$ cat config.mk
export PLATFORM = sky130hd
export DESIGN_NAME = m_wbinitiator_flat
export DESIGN_NICKNAME = d
export VERILOG_FILES = /design/src/rtl/m_wbinitiator_if.sv /design/src/rtl/m_wbinitiator.sv /design/src/flat_wrapper.sv
export SDC_FILE = /design/constraint.sdc
export NUM_CORES = 1
export LEC_CHECK = 0
export CELL_PAD_IN_SITES_DETAIL_PLACEMENT = 1
export CELL_PAD_IN_SITES_GLOBAL_PLACEMENT = 2
export CORE_MARGIN = 8
export CORE_UTILIZATION = 24
export CTS_BUF_LIST = sky130_fd_sc_hd__clkbuf_8
export CTS_CLUSTER_SIZE = 28
export DETAILED_ROUTE_END_ITERATION = 8
export PLACE_DENSITY_LB_ADDON = 0.05
export REMOVE_ABC_BUFFERS = 1
export SLEW_MARGIN = 20
export SYNTH_ARGS = -nofsm -noshare
export SYNTH_HDL_FRONTEND = slang
export SYNTH_SLANG_ARGS = --single-unit
export TNS_END_PERCENT = 5
$ cat constraint.sdc
create_clock -name CLK_I -period 2.6 [get_ports CLK_I]
set_clock_uncertainty 0.1 [all_clocks]
set_input_delay 0.65 -clock CLK_I [delete_from_list [all_inputs] [get_ports CLK_I]]
set_output_delay 0.65 -clock CLK_I [all_outputs]
set_load 0.005 [all_outputs]
$ cat src/rtl/m_wbinitiator_if.sv
// Command/response port plus Wishbone classic initiator bus for m_wbinitiator.
// The master modport is the initiator's view; slave is the driver/responder side.
interface m_wbinitiator_if;
    logic        cmd_valid;
    logic        cmd_ready;
    logic        cmd_we;
    logic [31:0] cmd_adr;
    logic [31:0] cmd_dat;
    logic [3:0]  cmd_sel;

    logic        rsp_valid;
    logic [31:0] rsp_dat;
    logic        rsp_err;

    logic        CYC_O;
    logic        STB_O;
    logic        WE_O;
    logic [31:0] ADR_O;
    logic [31:0] DAT_O;
    logic [3:0]  SEL_O;
    logic        ACK_I;
    logic [31:0] DAT_I;

    modport master (
        input  cmd_valid, cmd_we, cmd_adr, cmd_dat, cmd_sel, ACK_I, DAT_I,
        output cmd_ready, rsp_valid, rsp_dat, rsp_err,
        output CYC_O, STB_O, WE_O, ADR_O, DAT_O, SEL_O
    );

    modport slave (
        output cmd_valid, cmd_we, cmd_adr, cmd_dat, cmd_sel, ACK_I, DAT_I,
        input  cmd_ready, rsp_valid, rsp_dat, rsp_err,
        input  CYC_O, STB_O, WE_O, ADR_O, DAT_O, SEL_O
    );
endinterface

$ cat src/rtl/m_wbinitiator.sv
// Wishbone classic initiator: one bus cycle per accepted command, returning
// read data or a timeout error as a single-cycle response pulse.
module m_wbinitiator #(
    parameter int TIMEOUT_W = 4
) (
    input  logic           CLK_I,
    input  logic           RST_I,
    m_wbinitiator_if.master bus
);

    typedef enum logic [1:0] {
        S_IDLE,
        S_BUS,
        S_RSP
    } state_e;

    state_e                state_q, state_d;
    logic [TIMEOUT_W-1:0]  cnt_q, cnt_d;
    logic                  cyc_q, cyc_d;
    logic                  we_q, we_d;
    logic [31:0]           adr_q, adr_d;
    logic [31:0]           dat_q, dat_d;
    logic [3:0]            sel_q, sel_d;
    logic                  rsp_valid_q, rsp_valid_d;
    logic [31:0]           rsp_dat_q, rsp_dat_d;
    logic                  rsp_err_q, rsp_err_d;

    always_comb begin
        state_d     = state_q;
        cnt_d       = cnt_q;
        cyc_d       = cyc_q;
        we_d        = we_q;
        adr_d       = adr_q;
        dat_d       = dat_q;
        sel_d       = sel_q;
        rsp_valid_d = 1'b0;
        rsp_dat_d   = rsp_dat_q;
        rsp_err_d   = rsp_err_q;

        case (state_q)
            S_IDLE: begin
                // cmd_ready is implied here: this branch only matters out of reset
                if (bus.cmd_valid) begin
                    adr_d   = bus.cmd_adr;
                    dat_d   = bus.cmd_dat;
                    sel_d   = bus.cmd_sel;
                    we_d    = bus.cmd_we;
                    cyc_d   = 1'b1;
                    cnt_d   = '0;
                    state_d = S_BUS;
                end
            end
            S_BUS: begin
                // ACK is tested first so it beats a coincident terminal count
                if (bus.ACK_I) begin
                    cyc_d       = 1'b0;
                    we_d        = 1'b0;
                    rsp_dat_d   = we_q ? 32'h0 : bus.DAT_I;
                    rsp_err_d   = 1'b0;
                    rsp_valid_d = 1'b1;
                    state_d     = S_RSP;
                end else if (&cnt_q) begin
                    cyc_d       = 1'b0;
                    we_d        = 1'b0;
                    rsp_dat_d   = 32'h0;
                    rsp_err_d   = 1'b1;
                    rsp_valid_d = 1'b1;
                    state_d     = S_RSP;
                end else begin
                    cnt_d = cnt_q + 1'b1;
                end
            end
            S_RSP: begin
                state_d = S_IDLE;
            end
            default: begin
                state_d = S_IDLE;
                cyc_d   = 1'b0;
                we_d    = 1'b0;
            end
        endcase
    end

    always_ff @(posedge CLK_I) begin
        if (!RST_I) begin
            state_q     <= S_IDLE;
            cnt_q       <= '0;
            cyc_q       <= 1'b0;
            we_q        <= 1'b0;
            adr_q       <= 32'h0;
            dat_q       <= 32'h0;
            sel_q       <= 4'h0;
            rsp_valid_q <= 1'b0;
            rsp_dat_q   <= 32'h0;
            rsp_err_q   <= 1'b0;
        end else begin
            state_q     <= state_d;
            cnt_q       <= cnt_d;
            cyc_q       <= cyc_d;
            we_q        <= we_d;
            adr_q       <= adr_d;
            dat_q       <= dat_d;
            sel_q       <= sel_d;
            rsp_valid_q <= rsp_valid_d;
            rsp_dat_q   <= rsp_dat_d;
            rsp_err_q   <= rsp_err_d;
        end
    end

    // CYC and STB share one flop: single cycles only, never a held CYC
    assign bus.CYC_O     = cyc_q;
    assign bus.STB_O     = cyc_q;
    assign bus.WE_O      = we_q;
    assign bus.ADR_O     = adr_q;
    assign bus.DAT_O     = dat_q;
    assign bus.SEL_O     = sel_q;
    assign bus.rsp_valid = rsp_valid_q;
    assign bus.rsp_dat   = rsp_dat_q;
    assign bus.rsp_err   = rsp_err_q;
    assign bus.cmd_ready = (state_q == S_IDLE) & RST_I;

endmodule

$ cat src/flat_wrapper.sv
// flat-port wrapper written by rule: the top's interface ports become plain ports
module m_wbinitiator_flat 
#(
    parameter int TIMEOUT_W = 4
)
  (CLK_I, RST_I, bus_cmd_valid, bus_cmd_we, bus_cmd_adr, bus_cmd_dat, bus_cmd_sel, bus_ACK_I, bus_DAT_I, bus_cmd_ready, bus_rsp_valid, bus_rsp_dat, bus_rsp_err, bus_CYC_O, bus_STB_O, bus_WE_O, bus_ADR_O, bus_DAT_O, bus_SEL_O);
  m_wbinitiator_if bus_i ();
  input  logic CLK_I;
  input  logic RST_I;
  input wire logic [$bits(bus_i.cmd_valid)-1:0] bus_cmd_valid;
  input wire logic [$bits(bus_i.cmd_we)-1:0] bus_cmd_we;
  input wire logic [$bits(bus_i.cmd_adr)-1:0] bus_cmd_adr;
  input wire logic [$bits(bus_i.cmd_dat)-1:0] bus_cmd_dat;
  input wire logic [$bits(bus_i.cmd_sel)-1:0] bus_cmd_sel;
  input wire logic [$bits(bus_i.ACK_I)-1:0] bus_ACK_I;
  input wire logic [$bits(bus_i.DAT_I)-1:0] bus_DAT_I;
  output wire logic [$bits(bus_i.cmd_ready)-1:0] bus_cmd_ready;
  output wire logic [$bits(bus_i.rsp_valid)-1:0] bus_rsp_valid;
  output wire logic [$bits(bus_i.rsp_dat)-1:0] bus_rsp_dat;
  output wire logic [$bits(bus_i.rsp_err)-1:0] bus_rsp_err;
  output wire logic [$bits(bus_i.CYC_O)-1:0] bus_CYC_O;
  output wire logic [$bits(bus_i.STB_O)-1:0] bus_STB_O;
  output wire logic [$bits(bus_i.WE_O)-1:0] bus_WE_O;
  output wire logic [$bits(bus_i.ADR_O)-1:0] bus_ADR_O;
  output wire logic [$bits(bus_i.DAT_O)-1:0] bus_DAT_O;
  output wire logic [$bits(bus_i.SEL_O)-1:0] bus_SEL_O;
  assign bus_i.cmd_valid = bus_cmd_valid;
  assign bus_i.cmd_we = bus_cmd_we;
  assign bus_i.cmd_adr = bus_cmd_adr;
  assign bus_i.cmd_dat = bus_cmd_dat;
  assign bus_i.cmd_sel = bus_cmd_sel;
  assign bus_i.ACK_I = bus_ACK_I;
  assign bus_i.DAT_I = bus_DAT_I;
  assign bus_cmd_ready = bus_i.cmd_ready;
  assign bus_rsp_valid = bus_i.rsp_valid;
  assign bus_rsp_dat = bus_i.rsp_dat;
  assign bus_rsp_err = bus_i.rsp_err;
  assign bus_CYC_O = bus_i.CYC_O;
  assign bus_STB_O = bus_i.STB_O;
  assign bus_WE_O = bus_i.WE_O;
  assign bus_ADR_O = bus_i.ADR_O;
  assign bus_DAT_O = bus_i.DAT_O;
  assign bus_SEL_O = bus_i.SEL_O;
  m_wbinitiator #(.TIMEOUT_W(TIMEOUT_W)) u_core (.CLK_I(CLK_I), .RST_I(RST_I), .bus(bus_i));
endmodule
==> results.md, run 1 <==
* Critical Path Sink: bus_cmd_ready
* WP data arrival at 1.59 ns
* Layout cells sized above 1 at 5.76%
* CTS tree: built
* Inserted Diodes at 0
* Register bit count reported by yosys at 110
* # port buffers at 210
* Area occupied by registers at 2200 um^2
* Post-synth top flop: dfxtp_1
* P per Cell Area at 562 nW/um^2
* Synth Instances at 423
* Worst setup path start: RST_I
* Total clock sinks at 110
* RSZ-0062 raised after global routing: false
* Flop-to-flop setup slack at 0.86 ns
* Critical path endpoint category: output port
* WL final at 14,300 um
* Final setup fails at 0
* Setup Total Neg Slack at 0 ns
* CTS buffer count at 9
* Clock slew at reported path FFs at 0.10 ns
* Root Buffer: clkbuf_8
* Relative slew slack at 41.2%
* Clock Path Buffers at 2
* FMAX at 0.428 GHz
* Hold WS at 0.359 ns
* Final hold viol count at 0
* CP max-delay cell: clkdlybuf4s50_1
* Io pins at 211
* Crit-path max FO at 2
* Sequential share of power at 51.0%
* Combinational power share at 17.5%
* Post-synthesis sequential area ratio at 56.4%
* WS Path Type: input pin to output port
* P_sw at 0.883 mW
* Power share of the clock group at 31.4%
* Syn Std Cell Area at 3900 um^2
* Nets at 726
* Ys async rst share at 0%
* Die Footprint at 20,600 um^2
* Effective utilization at floorplan at 24.6%
* Fill cells at 1,872
* Initial DRC Count at 234
* Final Instance Area at 6390 um^2
* Count of cell types in the netlist at 35
* DR vias/cell at 4.37
* FF-to-FF Start: u_core.state_q[0]$_SDFFE_PN0P_
* Placer congestion estimate at 0.708
* Worst EP required at 1.85 ns
* P_int at 2.71 mW
* Number of flops mapped to enable cells by yosys at 0
* Crit-path cells: clkdlybuf4s50_1, inv_2, nor3_1, dlygate4sd2_1
* HP Class: register to register
* Drt drc at 0
* Synth area leader: dfxtp_1
* Final Critical Period at 2.34 ns
* Vias in the first global route at 3,801
* Initial antenna violation count at 0
* Share of the synthesized area in the top cell type at 56.4%
* Sw frac at 24.6%
* Max cap viols at 0
* Outcome: finished clean
* Max Slew Vio Count at 0
* First-pass GRT wire length at 21,400 um
* Area grow syn2layout at 63.6%
* Worst IR Drop VDD at 318 uV
* Pre-Repair DR Iteration Count at 4
* Chip width at 144 um
* Routed vias at 3,674
* R2R cell count at 4
* CP startpoint kind: input pin
* Largest net degree at the start of global routing at 78
* DR WL/cell at 17.0 um
* Leakage at 2.34 nW
* Max H-tree Level at 3
* Std-Cell Rows at 46
* Placed cell areas at 6170 um^2
* Worst path max stage delay at 0.49 ns
* Dpl hpwl at 10,300 um
* Die height at 144 um
* Mean Syn Cell Area at 9.23 um^2
* Core ar. at 15,900 um^2
* Worst-Skew Late Latency at 0.37 ns
* Post-CTS setup buffer count at 0
* Final worst-path cycle share at 89.8%
* GR Util All Layers at 13.4%
* Ys Warns at 0
* Main area contributors after synthesis: dfxtp_1 56%, nand2_1 13%, a21oi_1 9.5%
* Routed Antenna Nets at 0
* Worst r2r dst: u_core.bus.rsp_dat[13]$_SDFFE_PN0P_
* Worst slew pin tran at 0.882 ns
* Multi-input gate area at 1460 um^2
* Total congestion overflow at 0
-- cell usage after synthesis, types with 2 or more instances --
library cell and instances:
buf_6 13, o211ai_2 2, nand2b_1 2, buf_4 3, a22o_1 32, o21ai_0 2
a31o_2 2, or3b_1 2, nor3_1 3, nand3_1 2, clkbuf_1 8, a21oi_1 74
dfxtp_1 110, buf_2 9, nand2_1 139
-- worst max-delay path, delay by kind of cell --
| kind | cells | cell delay, ns |
|---|---|---|
| buffers and inverters | 3 | 0.80 |
| and+or+nand+nor | 1 | 0.13 |
-- how the worst min path moves through the flow --
stage,startpoint,to,slack [ns],cells past startpoint
after detailed placement,u_core.bus.DAT_O[17]$_SDFFE_PN0P_,u_core.bus.DAT_O[17]$_SDFFE_PN0P_,0.35,2
after global placement,u_core.bus.ADR_O[7]$_SDFFE_PN0P_,u_core.bus.ADR_O[7]$_SDFFE_PN0P_,0.34,2
after CTS,u_core.bus.DAT_O[17]$_SDFFE_PN0P_,u_core.bus.DAT_O[17]$_SDFFE_PN0P_,0.36,2
final,u_core.bus.DAT_O[17]$_SDFFE_PN0P_,u_core.bus.DAT_O[17]$_SDFFE_PN0P_,0.36,2
after global routing,u_core.bus.DAT_O[17]$_SDFFE_PN0P_,u_core.bus.DAT_O[17]$_SDFFE_PN0P_,0.38,2
after floorplan,u_core.bus.ADR_O[0]$_SDFFE_PN0P_,u_core.bus.ADR_O[0]$_SDFFE_PN0P_,0.35,2
-- cell usage in the layout (no fill, tap or decap) --
master	netlist	final
clkdlybuf4s50_1	0	209
nand2_1	139	139
dfxtp_1	110	110
a21oi_1	74	74
a22o_1	32	32
clkbuf_8	0	13
buf_12	0	5
buf_4	3	4
nor3_1	3	3
a31o_2	2	2
o21ai_0	2	2
o211ai_2	2	2
nand3_1	2	2
nand2b_1	2	2
inv_1	1	2
inv_2	0	1
nor3b_4	0	1
or3b_2	0	1
nor2b_2	1	1
a31oi_1	1	1
nor2_1	1	1
nand2b_4	1	1
nor3_4	1	1
a21oi_2	1	1
nor3b_1	1	1
nor2b_1	1	1
nor4_1	1	1
or3b_1	2	1
nand3b_1	1	1
mux2i_1	1	1
o221a_1	1	1
a41oi_1	1	1
a211oi_1	1	1
a21o_1	1	1
a311oi_2	1	1
ha_1	1	1
bufinv_16	0	1
clkinvlp_4	0	1
dlygate4sd2_1	0	1
-- logic make-up after synthesis --
kind of cell,count (synthesis),share of synthesized area (%)
simple gates,157,16.9
compound gates,119,19.7
flops,110,56.4
buf+inv,35,6.44
mux,1,0.256
fa+ha+maj,1,0.320
-- sequential cells by signal, summed over array words and instances, names as in the netlist, 2 cells and up --
| name | count |
|---|---|
| u_core.bus.ADR_O | 32 |
| u_core.bus.DAT_O | 32 |
| u_core.bus.rsp_dat | 32 |
| u_core.bus.SEL_O | 4 |
| u_core.cnt_q | 4 |
| u_core.state_q | 2 |
-- metrics by stage --
step / total power, mW / cells / util, % / setup WS [ns]
after global placement: 2.50 / 825 / 38.8 / 0.00234
after global routing: 3.79 / 841 / 40.2 / 0.202
after floorplan: 2.06 / 390 / - / -0.819
after CTS: 3.67 / 841 / 40.2 / 0.245
after detailed placement: 2.51 / 825 / 38.8 / -0.0256
final: 3.59 / 841 / 40.2 / 0.265
-- routing by layer --
layer,vias up,wire length [um],GRT usage (%)
met5,-,0,0
met4,0,133,3.98
met3,10,1120,5.54
met2,102,7220,23.2
met1,1747,5790,14.6
li1,1815,-,-
-- power by group through the flow --
stage	combinational [mW]	sequential (mW)	clock [mW]
6_report	0.629	1.83	1.13
4_1_cts	0.646	1.83	1.19
3_5_place_dp	0.643	1.87	0
3_3_place_gp	0.634	1.87	0
5_1_grt	0.687	1.84	1.26
2_1_floorplan	0.184	1.87	0
-- what timing repair did --
action | 4_1_cts | 5_1_grt
resized for setup | 1 | 0
hold buffers | 0 | 0
endpoints found under the setup margin | 1 | 0
-- area by class of cell --
| cell class | instances | share of cell area (%) |
|---|---|---|
| Clock buffer | 13 | 2.80 |
| Tap cell | 216 | 4.23 |
| Sequential cell | 110 | 34.5 |
| Clock inverter | 3 | 0.646 |
| Multi-Input combinational cell | 278 | 22.8 |
| Inverter | 2 | 0.118 |
| Timing Repair Buffer | 219 | 34.9 |
Note: power is estimated with default switching activity, not from simulation.
==> inputs of run 2 (changes only) <==
--- a/config.mk
+++ b/config.mk
@@ -8,11 +8,11 @@
 export CELL_PAD_IN_SITES_DETAIL_PLACEMENT = 1
 export CELL_PAD_IN_SITES_GLOBAL_PLACEMENT = 2
 export CORE_MARGIN = 8
-export CORE_UTILIZATION = 24
+export CORE_UTILIZATION = 22
 export CTS_BUF_LIST = sky130_fd_sc_hd__clkbuf_8
 export CTS_CLUSTER_SIZE = 28
 export DETAILED_ROUTE_END_ITERATION = 8
-export PLACE_DENSITY_LB_ADDON = 0.05
+export PLACE_DENSITY = 0.8
 export REMOVE_ABC_BUFFERS = 1
 export SLEW_MARGIN = 20
 export SYNTH_ARGS = -nofsm -noshare
==> constraint.sdc (replaced) <==
create_clock -name CLK_I -period 2.3 [get_ports CLK_I]
set_clock_uncertainty 0.1 [all_clocks]
set_input_delay 0.575 -clock CLK_I [delete_from_list [all_inputs] [get_ports CLK_I]]
set_output_delay 0.575 -clock CLK_I [all_outputs]
set_load 0.005 [all_outputs]
==> results.md, run 2 (same netlist as run 1, synthesis figures left out) <==
* Outcome: finished clean
* P per Cell Area at 631 nW/um^2 (+12%)
* Final hold viol count at 0 (unchanged)
* CTS tree: built
* Post-CTS setup buffer count at 0 (unchanged)
* Drt drc at 0 (unchanged)
* GR Util All Layers at 12.6% (-0.78 points)
* Fin worst setup slack at 0.122 ns (-0.143 ns)
* Pre-Repair DR Iteration Count at 4 (unchanged)
* Initial antenna violation count at 0 (unchanged)
* DR WL/cell at 17.0 um (about the same)
* Routed Antenna Nets at 0 (unchanged)
* First-pass GRT wire length at 22,100 um (+3.5%)
* Max H-tree Level at 3 (unchanged)
* Inst Count DP at 836 (+1.3%)
* Pwr Total at 4.03 mW (+12%)
* Max cap viols at 0 (unchanged)
* Dpl ws at -0.211 ns (-0.186 ns)
* Relative slew slack at 42.8% (+1.6 points)
* Effective utilization at floorplan at 22.6% (-2.0 points)
* Nets at 728 (+0.28%)
* Critical path endpoint category: output port
* Clock Path Buffers at 2 (unchanged)
* Chip width at 149 um (+4.0%)
* Power share of the clock group at 30.9% (-0.5 points)
* Die Footprint at 22,300 um^2 (+8.1%)
* Final Critical Period at 2.18 ns
* Worst EP required at 1.62 ns (-0.23 ns)
* Routed vias at 3,684 (+0.27%)
* Root Buffer: clkbuf_8
* Total clock sinks at 110 (unchanged)
* Placer congestion estimate at 0.712 (+0.57%)
* Crit-path cells: clkdlybuf4s50_1, inv_2, nor3_1, dlygate4sd2_1
* Vias in the first global route at 3,974 (+4.6%)
* WS Path Type: input pin to output port
* Area grow syn2layout at 63.4%
* # port buffers at 210 (unchanged)
* Worst-Skew Late Latency at 0.37 ns (about the same)
* Initial DRC Count at 132 (-44%)
* Final worst-path cycle share at 94.7%
* WP data arrival at 1.50 ns (-0.09 ns)
* Leading cell type in the layout, fill and taps excluded: clkdlybuf4s50_1
* Dpl hpwl at 10,800 um (+4.7%)
* P_sw at 0.990 mW (+12%)
* Worst path max stage delay at 0.49 ns (about the same)
* Layout cells sized above 1 at 5.77% (+0.0092 points)
* Commonest cells after routing, fill and taps aside: 209 x clkdlybuf4s50_1, 139 x nand2_1, 110 x dfxtp_1
* Io pins at 211 (unchanged)
* Largest net degree at the start of global routing at 78 (unchanged)
* WL final at 14,400 um (+0.93%)
* CTS resizes at 1 (unchanged)
* Final setup fails at 0 (unchanged)
* Die height at 149 um (+4.0%)
* P_int at 3.03 mW (+12%)
* Leakage at 2.32 nW (-0.60%)
* RSZ-0062 raised after global routing: false
* Setup Total Neg Slack at 0 ns (unchanged)
* Core ar. at 17,300 um^2 (+8.9%)
* CP startpoint kind: input pin
* HP Class: register to register
* Sequential share of power at 51.4% (+0.4 points)
* Final non-filler cell total at 849 (+0.95%)
* Combinational power share at 17.8% (+0.3 points)
* Inserted Diodes at 0 (unchanged)
* Max Slew Vio Count at 0 (unchanged)
* Worst slew pin tran at 0.858 ns (-0.0242 ns)
* Hold bufs inserted after CTS at 0 (unchanged)
* FMAX at 0.459 GHz
* Total congestion overflow at 0 (unchanged)
* DR vias/cell at 4.34 (-0.67%)
* Crit-path max FO at 2 (unchanged)
* Flop-to-flop setup slack at 0.58 ns (-0.28 ns)
* CP max-delay cell: clkdlybuf4s50_1
* Layout Utilization at 36.9% (-3.3 points)
* CTS buffer count at 9 (unchanged)
* Clock slew at reported path FFs at 0.09 ns (about the same)
* Sw frac at 24.6% (about the same)
* Worst IR Drop VDD at 243 uV (-24%)
* Std-Cell Rows at 48 (+4.3%)
## run 2: cell types whose count changed in the layout (fill, tap and decap cells not counted), sizes merged
cell | before | now
clkinvlp | 1 | 2
inv | 3 | 2
bufinv | 1 | 2
buf | 9 | 11
clkbuf | 13 | 9
## run 2: area by class of cell
| cell class | count | area, um^2 |
|---|---|---|
| Clock buffer | 9 | 124 |
| Sequential cell | 110 | 2200 |
| Fill cell | 1985 | 10900 |
| Multi-Input combinational cell | 278 | 1460 |
| Timing Repair Buffer | 221 | 2230 |
| Tap cell | 225 | 282 |
| Clock inverter | 4 | 75.1 |
| Inverter | 2 | 7.51 |
## run 2: worst max-delay path: cells and delay by family
family | cells | cell delay, ns
buffers and inverters | 3 | 0.80
and+or+nand+nor | 1 | 0.12
## run 2: routing by layer
layer  GRT usage, %  share of wire, %  vias to the layer above  routed length (um)
met1           13.5                40                     1769                5810
li1               -                 -                     1815                   -
met3           2.88               5.2                       11                 746
met2           23.5                53                       89                7630
met4           4.80               1.4                        0                 206
met5              0                 0                        -                   0
## run 2: power by group through the flow
stage                     Sequential (mW)  Combinational (mW)  Clock (mW)
after detailed placement             2.11               0.731           0
after floorplan                      2.12               0.208           0
final                                2.07               0.715        1.24
after CTS                            2.07               0.734        1.30
after global placement               2.11               0.716           0
after global routing                 2.08               0.779        1.38
## run 2: stage by stage
stage / hold slack (ns) / instance area, um^2
after global placement: 0.341 / 6180
final: 0.359 / 6380
after global routing: 0.380 / 6380
after floorplan: 0.353 / 3660
after detailed placement: 0.349 / 6180
after CTS: 0.363 / 6380
## run 2: path summary, 6_finish.rpt
kind	cells past startpoint	end	startpoint
setup / recovery	4	bus_cmd_ready	RST_I
hold / removal	2	u_core.bus.DAT_O[28]$_SDFFE_PN0P_	u_core.bus.DAT_O[28]$_SDFFE_PN0P_
hold reg to reg	2	u_core.bus.DAT_O[28]$_SDFFE_PN0P_	u_core.bus.DAT_O[28]$_SDFFE_PN0P_
setup reg to reg	5	u_core.bus.DAT_O[18]$_SDFFE_PN0P_	u_core.state_q[0]$_SDFFE_PN0P_
